[config.mk]
export PLATFORM = sky130hd
export DESIGN_NAME = knn_vote
export DESIGN_NICKNAME = d
export VERILOG_FILES = /design/src/rtl/knn_vote.sv
export SDC_FILE = /design/constraint.sdc
export NUM_CORES = 2
export LEC_CHECK = 0
export BUFFER_PORTS_ARGS = -buffer_cell sky130_fd_sc_hd__buf_2
export CORE_MARGIN = 5
export CORE_UTILIZATION = 45
export DETAILED_ROUTE_END_ITERATION = 10
export HOLD_SLACK_MARGIN = 0.15
export PLACE_DENSITY = 0.62
export SYNTH_ARGS = -nofsm -noshare
export SYNTH_HDL_FRONTEND = slang
export SYNTH_SLANG_ARGS = --single-unit
[constraint.sdc]
create_clock -name clk -period 14.7 [get_ports clk]
set_input_delay 2.205 -clock clk [delete_from_list [all_inputs] [get_ports clk]]
set_output_delay 2.205 -clock clk [all_outputs]
set_load 0.05 [all_outputs]
[src/rtl/knn_vote.sv]
// Majority vote over the six nearest neighbours delivered by the KNN core.
// Labels come from a CPU-loaded label memory; ties go to the nearest first occurrence.
module knn_vote #(
    parameter int IDX_W       = 8,
    parameter int NUM_CLASSES = 16,
    parameter int CLASS_W     = 4
) (
    input  logic                 clk,
    input  logic                 rst,
    input  logic                 knn_valid_in,
    input  logic [6*IDX_W-1:0]   in_idx,
    input  logic                 lbl_wr_en,
    input  logic [IDX_W-1:0]     lbl_wr_addr,
    input  logic [CLASS_W-1:0]   lbl_wr_data,
    input  logic                 ovr_clr,
    output logic                 busy,
    output logic                 vote_valid,
    output logic [CLASS_W-1:0]   vote_class,
    output logic [2:0]           vote_count,
    output logic                 overrun
);

    // state  | meaning
    // IDLE   | waiting for knn_valid_in
    // LOOKUP | issuing six label reads, accumulating one cycle behind
    // DRAIN  | accumulating the last returned label
    // SCAN   | walking the histogram one class per cycle
    // DONE   | result presented, vote_valid high
    typedef enum logic [2:0] {IDLE, LOOKUP, DRAIN, SCAN, DONE} state_t;

    localparam logic [CLASS_W-1:0] LAST_CLASS = CLASS_W'(NUM_CLASSES - 1);

    state_t             state;
    logic [CLASS_W-1:0] lbl_mem [2**IDX_W];
    logic [IDX_W-1:0]   cap_idx [6];
    logic [2:0]         rd_ptr;
    logic [IDX_W-1:0]   rd_addr;
    logic [CLASS_W-1:0] rd_lbl;
    logic               acc_vld;
    logic [2:0]         acc_pos;
    logic               lbl_ok;
    logic [2:0]         hist      [2**CLASS_W];
    logic [2:0]         first_pos [2**CLASS_W];
    logic [CLASS_W-1:0] scan_c;
    logic [CLASS_W-1:0] best_class;
    logic [2:0]         best_cnt;
    logic [2:0]         best_pos;
    logic               take;
    logic [CLASS_W-1:0] nxt_class;
    logic [2:0]         nxt_cnt;
    logic [2:0]         nxt_pos;

    assign rd_addr = cap_idx[rd_ptr];
    assign lbl_ok  = {1'b0, rd_lbl} < (CLASS_W+1)'(NUM_CLASSES);

    // Label memory holds its contents through reset; read-first on address collision.
    always_ff @(posedge clk) begin
        if (lbl_wr_en)
            lbl_mem[lbl_wr_addr] <= lbl_wr_data;
        rd_lbl <= lbl_mem[rd_addr];
    end

    always_comb begin
        take = (hist[scan_c] > best_cnt) ||
               ((hist[scan_c] == best_cnt) && (hist[scan_c] != 3'd0) &&
                (first_pos[scan_c] < best_pos));
        nxt_class = best_class;
        nxt_cnt   = best_cnt;
        nxt_pos   = best_pos;
        if (take) begin
            nxt_class = scan_c;
            nxt_cnt   = hist[scan_c];
            nxt_pos   = first_pos[scan_c];
        end
    end

    always_ff @(posedge clk or posedge rst) begin
        if (rst) begin
            state      <= IDLE;
            busy       <= 1'b0;
            vote_valid <= 1'b0;
            vote_class <= '0;
            vote_count <= 3'd0;
            overrun    <= 1'b0;
            rd_ptr     <= 3'd0;
            acc_vld    <= 1'b0;
            acc_pos    <= 3'd0;
            scan_c     <= '0;
            best_class <= '0;
            best_cnt   <= 3'd0;
            best_pos   <= 3'd0;
            for (int i = 0; i < 6; i++)
                cap_idx[i] <= '0;
            for (int i = 0; i < 2**CLASS_W; i++) begin
                hist[i]      <= 3'd0;
                first_pos[i] <= 3'd0;
            end
        end else begin
            vote_valid <= 1'b0;
            acc_vld    <= 1'b0;

            if (knn_valid_in && state != IDLE)
                overrun <= 1'b1;
            else if (ovr_clr)
                overrun <= 1'b0;

            if (acc_vld && lbl_ok) begin
                hist[rd_lbl] <= hist[rd_lbl] + 3'd1;
                if (first_pos[rd_lbl] == 3'd7)
                    first_pos[rd_lbl] <= acc_pos;
            end

            case (state)
                IDLE: begin
                    if (knn_valid_in) begin
                        for (int i = 0; i < 6; i++)
                            cap_idx[i] <= in_idx[i*IDX_W +: IDX_W];
                        for (int i = 0; i < 2**CLASS_W; i++) begin
                            hist[i]      <= 3'd0;
                            first_pos[i] <= 3'd7;
                        end
                        rd_ptr <= 3'd0;
                        busy   <= 1'b1;
                        state  <= LOOKUP;
                    end
                end
                LOOKUP: begin
                    acc_vld <= 1'b1;
                    acc_pos <= rd_ptr;
                    if (rd_ptr == 3'd5)
                        state <= DRAIN;
                    else
                        rd_ptr <= rd_ptr + 3'd1;
                end
                DRAIN: begin
                    scan_c     <= '0;
                    best_class <= '0;
                    best_cnt   <= 3'd0;
                    best_pos   <= 3'd7;
                    state      <= SCAN;
                end
                SCAN: begin
                    best_class <= nxt_class;
                    best_cnt   <= nxt_cnt;
                    best_pos   <= nxt_pos;
                    if (scan_c == LAST_CLASS) begin
                        vote_valid <= 1'b1;
                        vote_class <= nxt_class;
                        vote_count <= nxt_cnt;
                        state      <= DONE;
                    end else begin
                        scan_c <= scan_c + 1'b1;
                    end
                end
                DONE: begin
                    busy  <= 1'b0;
                    state <= IDLE;
                end
                default: state <= IDLE;
            endcase
        end
    end

endmodule

==> results by group <==
Drt
  – Initial DRC count: 3197
  – Routed vias/inst: 5.90
  – Final wirelength: 134000 um
  – WL/cell: about 26 um
  – Via count: 30.6k
  – Routed Antenna Nets: 0
  – Length of the first detailed-routing pass in iterations: 5
  – DR DRC count: 0

Die
  – Initial core utilization: 0.454
  – Die Height: 347 um
  – Die Wd: 347 um
  – Ports: 75
  – Core area: 113000 um2
  – Num rows: 123
  – Die area: 121000 um2

Placement
  – HPWL Detailed: 80500 um
  – Port Buffers: 74
  – Placed insts: ~5k
  – GP Congestion: 0.823

Synth
  – Seq/Total Area, Yosys: 0.689
  – Post-synth EDFFs: ~1.0k
  – Post-synthesis net count: 3645
  – Synth Flop Type: edfxtp_1
  – Synthesized instance count: roughly 3.6k
  – Post-Syn Area: 51200 um2
  – Yosys reg bits: roughly 1.2k
  – Syn_area_per_cell: 14.3 um2
  – Synth cell types: 73
  – Post-synthesis async set-or-reset flop share: 0.148
  – Ys Warns: 0

Clock network
  – Post-CTS sizing: 0
  – Post-CTS setup buffers: 0
  – CTS tree: yes
  – CTS Sinks: 1206
  – Clk_lat worst skew: 0.73 ns
  – Total CTS buffers: roughly 120
  – Max clock buf depth: 3
  – Clock-pin slew on the worst setup and hold paths: about 0.06 ns
  – Clock Tree Root: clkbuf_16
  – CTS Hold Bufs: 0
  – H-tree depth: 3

Global route
  – Pin count of the biggest net entering global routing: approximately 170
  – Vias in the first global route: 30.1k
  – Tot GR Track Use: 0.217
  – Global-route wire length before repair: 198000 um
  – Initial antenna violation count: 5
  – Grt ovf: 0

Final layout
  – Filler instances: between 9k and 10k
  – Nets: 3650
  – Final std cells w/o fill: 5181
  – Most frequent cells in the layout: 1024 x edfxtp_1, 463 x nand2_1, 460 x mux2i_1, 344 x nor2_1, 177 x dfrtp_1
  – Area growth from synthesis to layout: 10.6%
  – Share of layout cells above drive strength 1: 0.117
  – Most common cell after layout, fill and taps aside: edfxtp_1

STA
  – Final Cycle Share: 0.405
  – Final Hold Fails: 0
  – RSZ-0062 raised after global routing: false
  – Min Tclk post-route: 5.95 ns
  – Fmax: ~0.17 GHz
  – Actual slew at the worst max-slew pin: 1.15 ns
  – Fin Hold WS: 0.476 ns
  – Max_slew headroom: 0.233
  – Fin. max-slew vios: 0
  – Final setup fails: 0
  – Worst clock skew: 0.0292 ns
  – Setup TNS: 0 ns

Critical path
  – Flop2flop setup slack: 8.75 ns
  – Setup crit start kind: flip-flop
  – Crit path max-delay cell type: dfrtp_1
  – R2r endpoint: rd_lbl[2]
  – Worst reg2reg startpoint: rd_ptr[0]
  – Most frequent CP cell: buf_12
  – Max incr delay on CP: 0.86 ns
  – CP endpoint kind: flip-flop
  – Critical Path, Cell by Cell: nor2_1 > a222oi_1 > buf_12 > buf_12 > mux4_2 > a22oi_1 > o21ai_0 > nor4_1 > o32ai_1
  – WP data required: between 15 and 20 ns
  – CP Launch Point: rd_ptr[0]
  – CP Capture Point: rd_lbl[2]
  – Critical path data arrival time: 6.52 ns
  – Cells on worst reg2reg path: 9
  – WS Path Type: reg -> reg
  – Crit-path max FO: about 140

Job
  – # Max-Cap Violations: 0

Power
  – Worst vdd ir: 0.354 mV
  – PwrDens: 228 nW/um2
  – Leakage: roughly 21 nW
  – Total chip power: 0.0129 W

Outcome
  – Result of the run: complete, no violations

Worst hold path
  – Min-delay worst type: reg -> reg
[state kept, by name, summed over array words and instances (netlist names)]
name	flops
cap_idx	48
overrun	1
hist	48
vote_class	4
acc_vld	1
busy	1
rd_ptr	3
lbl_mem	1024
rd_lbl	4
best_class	4
acc_pos	3
state	3
vote_valid	1
first_pos	48
scan_c	4
best_pos	3
vote_count	3
best_cnt	3
[per-layer routing]
| metal | GRT usage | routed length [um] | vias to the layer above |
|---|---|---|---|
| li1 | - | - | 13700 |
| met1 | 0.306 | 56900 | 15500 |
| met2 | 0.355 | 64300 | 1189 |
| met3 | 0.0372 | 9560 | 195 |
| met4 | 0.0495 | 2860 | 2 |
| met5 | 0 | 13 | - |
[worst max-delay path: cells and delay by family (launching register included)]
kind	cells	cell delay [ns]
compound gates	4	1.29
mux	1	0.64
buf+inv	2	1.52
flops	1	0.86
simple gates	2	1.19
[area by class of cell]
class | count | area [um2] | area share
Antenna cell | 1 | 2.50 | 0.0000442
Clock inverter | 79 | 683 | 0.0121
Timing Repair Buffer | 134 | 893 | 0.0158
Sequential cell | 1206 | 35300 | 0.623
Multi-Input combinational cell | 2100 | 14600 | 0.259
Inverter | 15 | 61.3 | 0.00108
Clock buffer | 146 | 3190 | 0.0563
Tap cell | 1500 | 1880 | 0.0331
[kinds of logic (layout without fill, tap and decap cells)]
group,after synthesis,after routing,share of synthesized area
compound gates,542,542,0.0776
fa+ha+maj,9,9,0.00220
other cells,0,1,0
simple gates,1008,1008,0.0818
buf+inv,265,374,0.0274
xor+xnor,1,1,0.000171
mux,540,540,0.122
flops,1206,1206,0.689
[Yosys cell counts, types with 5 or more instances]
master | n | area, um2
edfxtp_1 | 1024 | 30700
nand2_1 | 466 | 1750
mux2i_1 | 460 | 4600
nor2_1 | 344 | 1290
dfrtp_1 | 178 | 4450
clkbuf_1 | 142 | 533
a22oi_1 | 110 | 826
a21oi_1 | 101 | 505
nand3_1 | 74 | 370
a221oi_1 | 68 | 596
mux4_2 | 66 | 1490
o31ai_1 | 54 | 405
a211oi_1 | 42 | 315
buf_2 | 35 | 175
buf_6 | 32 | 360
o21ai_0 | 32 | 160
buf_4 | 28 | 210
nand2b_1 | 28 | 175
a31oi_1 | 25 | 156
nand4_1 | 23 | 144
nor2b_1 | 20 | 125
a32oi_1 | 16 | 140
inv_1 | 15 | 56.3
nor3_1 | 13 | 65.1
a22o_1 | 12 | 105
and2_1 | 12 | 75.1
buf_1 | 11 | 41.3
mux2_2 | 11 | 124
o211ai_1 | 11 | 82.6
o22ai_1 | 10 | 62.6
ha_1 | 9 | 113
nor4_1 | 8 | 50.1
a41oi_1 | 7 | 61.3
o2111a_1 | 7 | 78.8
and3_1 | 6 | 37.5
o2111ai_1 | 5 | 43.8
[per-stage QoR]
stage / area (um2) / worst slack (ns) / utilization
after floorplan: 51200 / 7.66 / -
after global placement: 52800 / 8.77 / 0.468
after detailed placement: 52800 / 8.74 / 0.468
after CTS: 56600 / 8.71 / 0.502
after global routing: 56600 / 8.53 / 0.502
final: 56600 / 8.75 / 0.502
[how the worst min path moves through the flow]
stage | from | end | slack (ns) | cells past startpoint
detailed placement | cap_idx[7] | cap_idx[7] | 0.46 | 2
floorplan | cap_idx[40] | cap_idx[40] | 0.44 | 2
CTS | cap_idx[4] | cap_idx[4] | 0.48 | 2
global route | cap_idx[1] | cap_idx[1] | 0.50 | 2
finish | cap_idx[4] | cap_idx[4] | 0.48 | 2
global placement | cap_idx[30] | cap_idx[30] | 0.46 | 2
[where the power goes]
| group | internal (W) | total (W) | switching, W |
|---|---|---|---|
| clock | 0.00171 | 0.00302 | 0.00130 |
| sequential | 0.00393 | 0.00414 | 0.000215 |
| combinational | 0.00201 | 0.00573 | 0.00372 |
(Power assumes the default switching activity.)
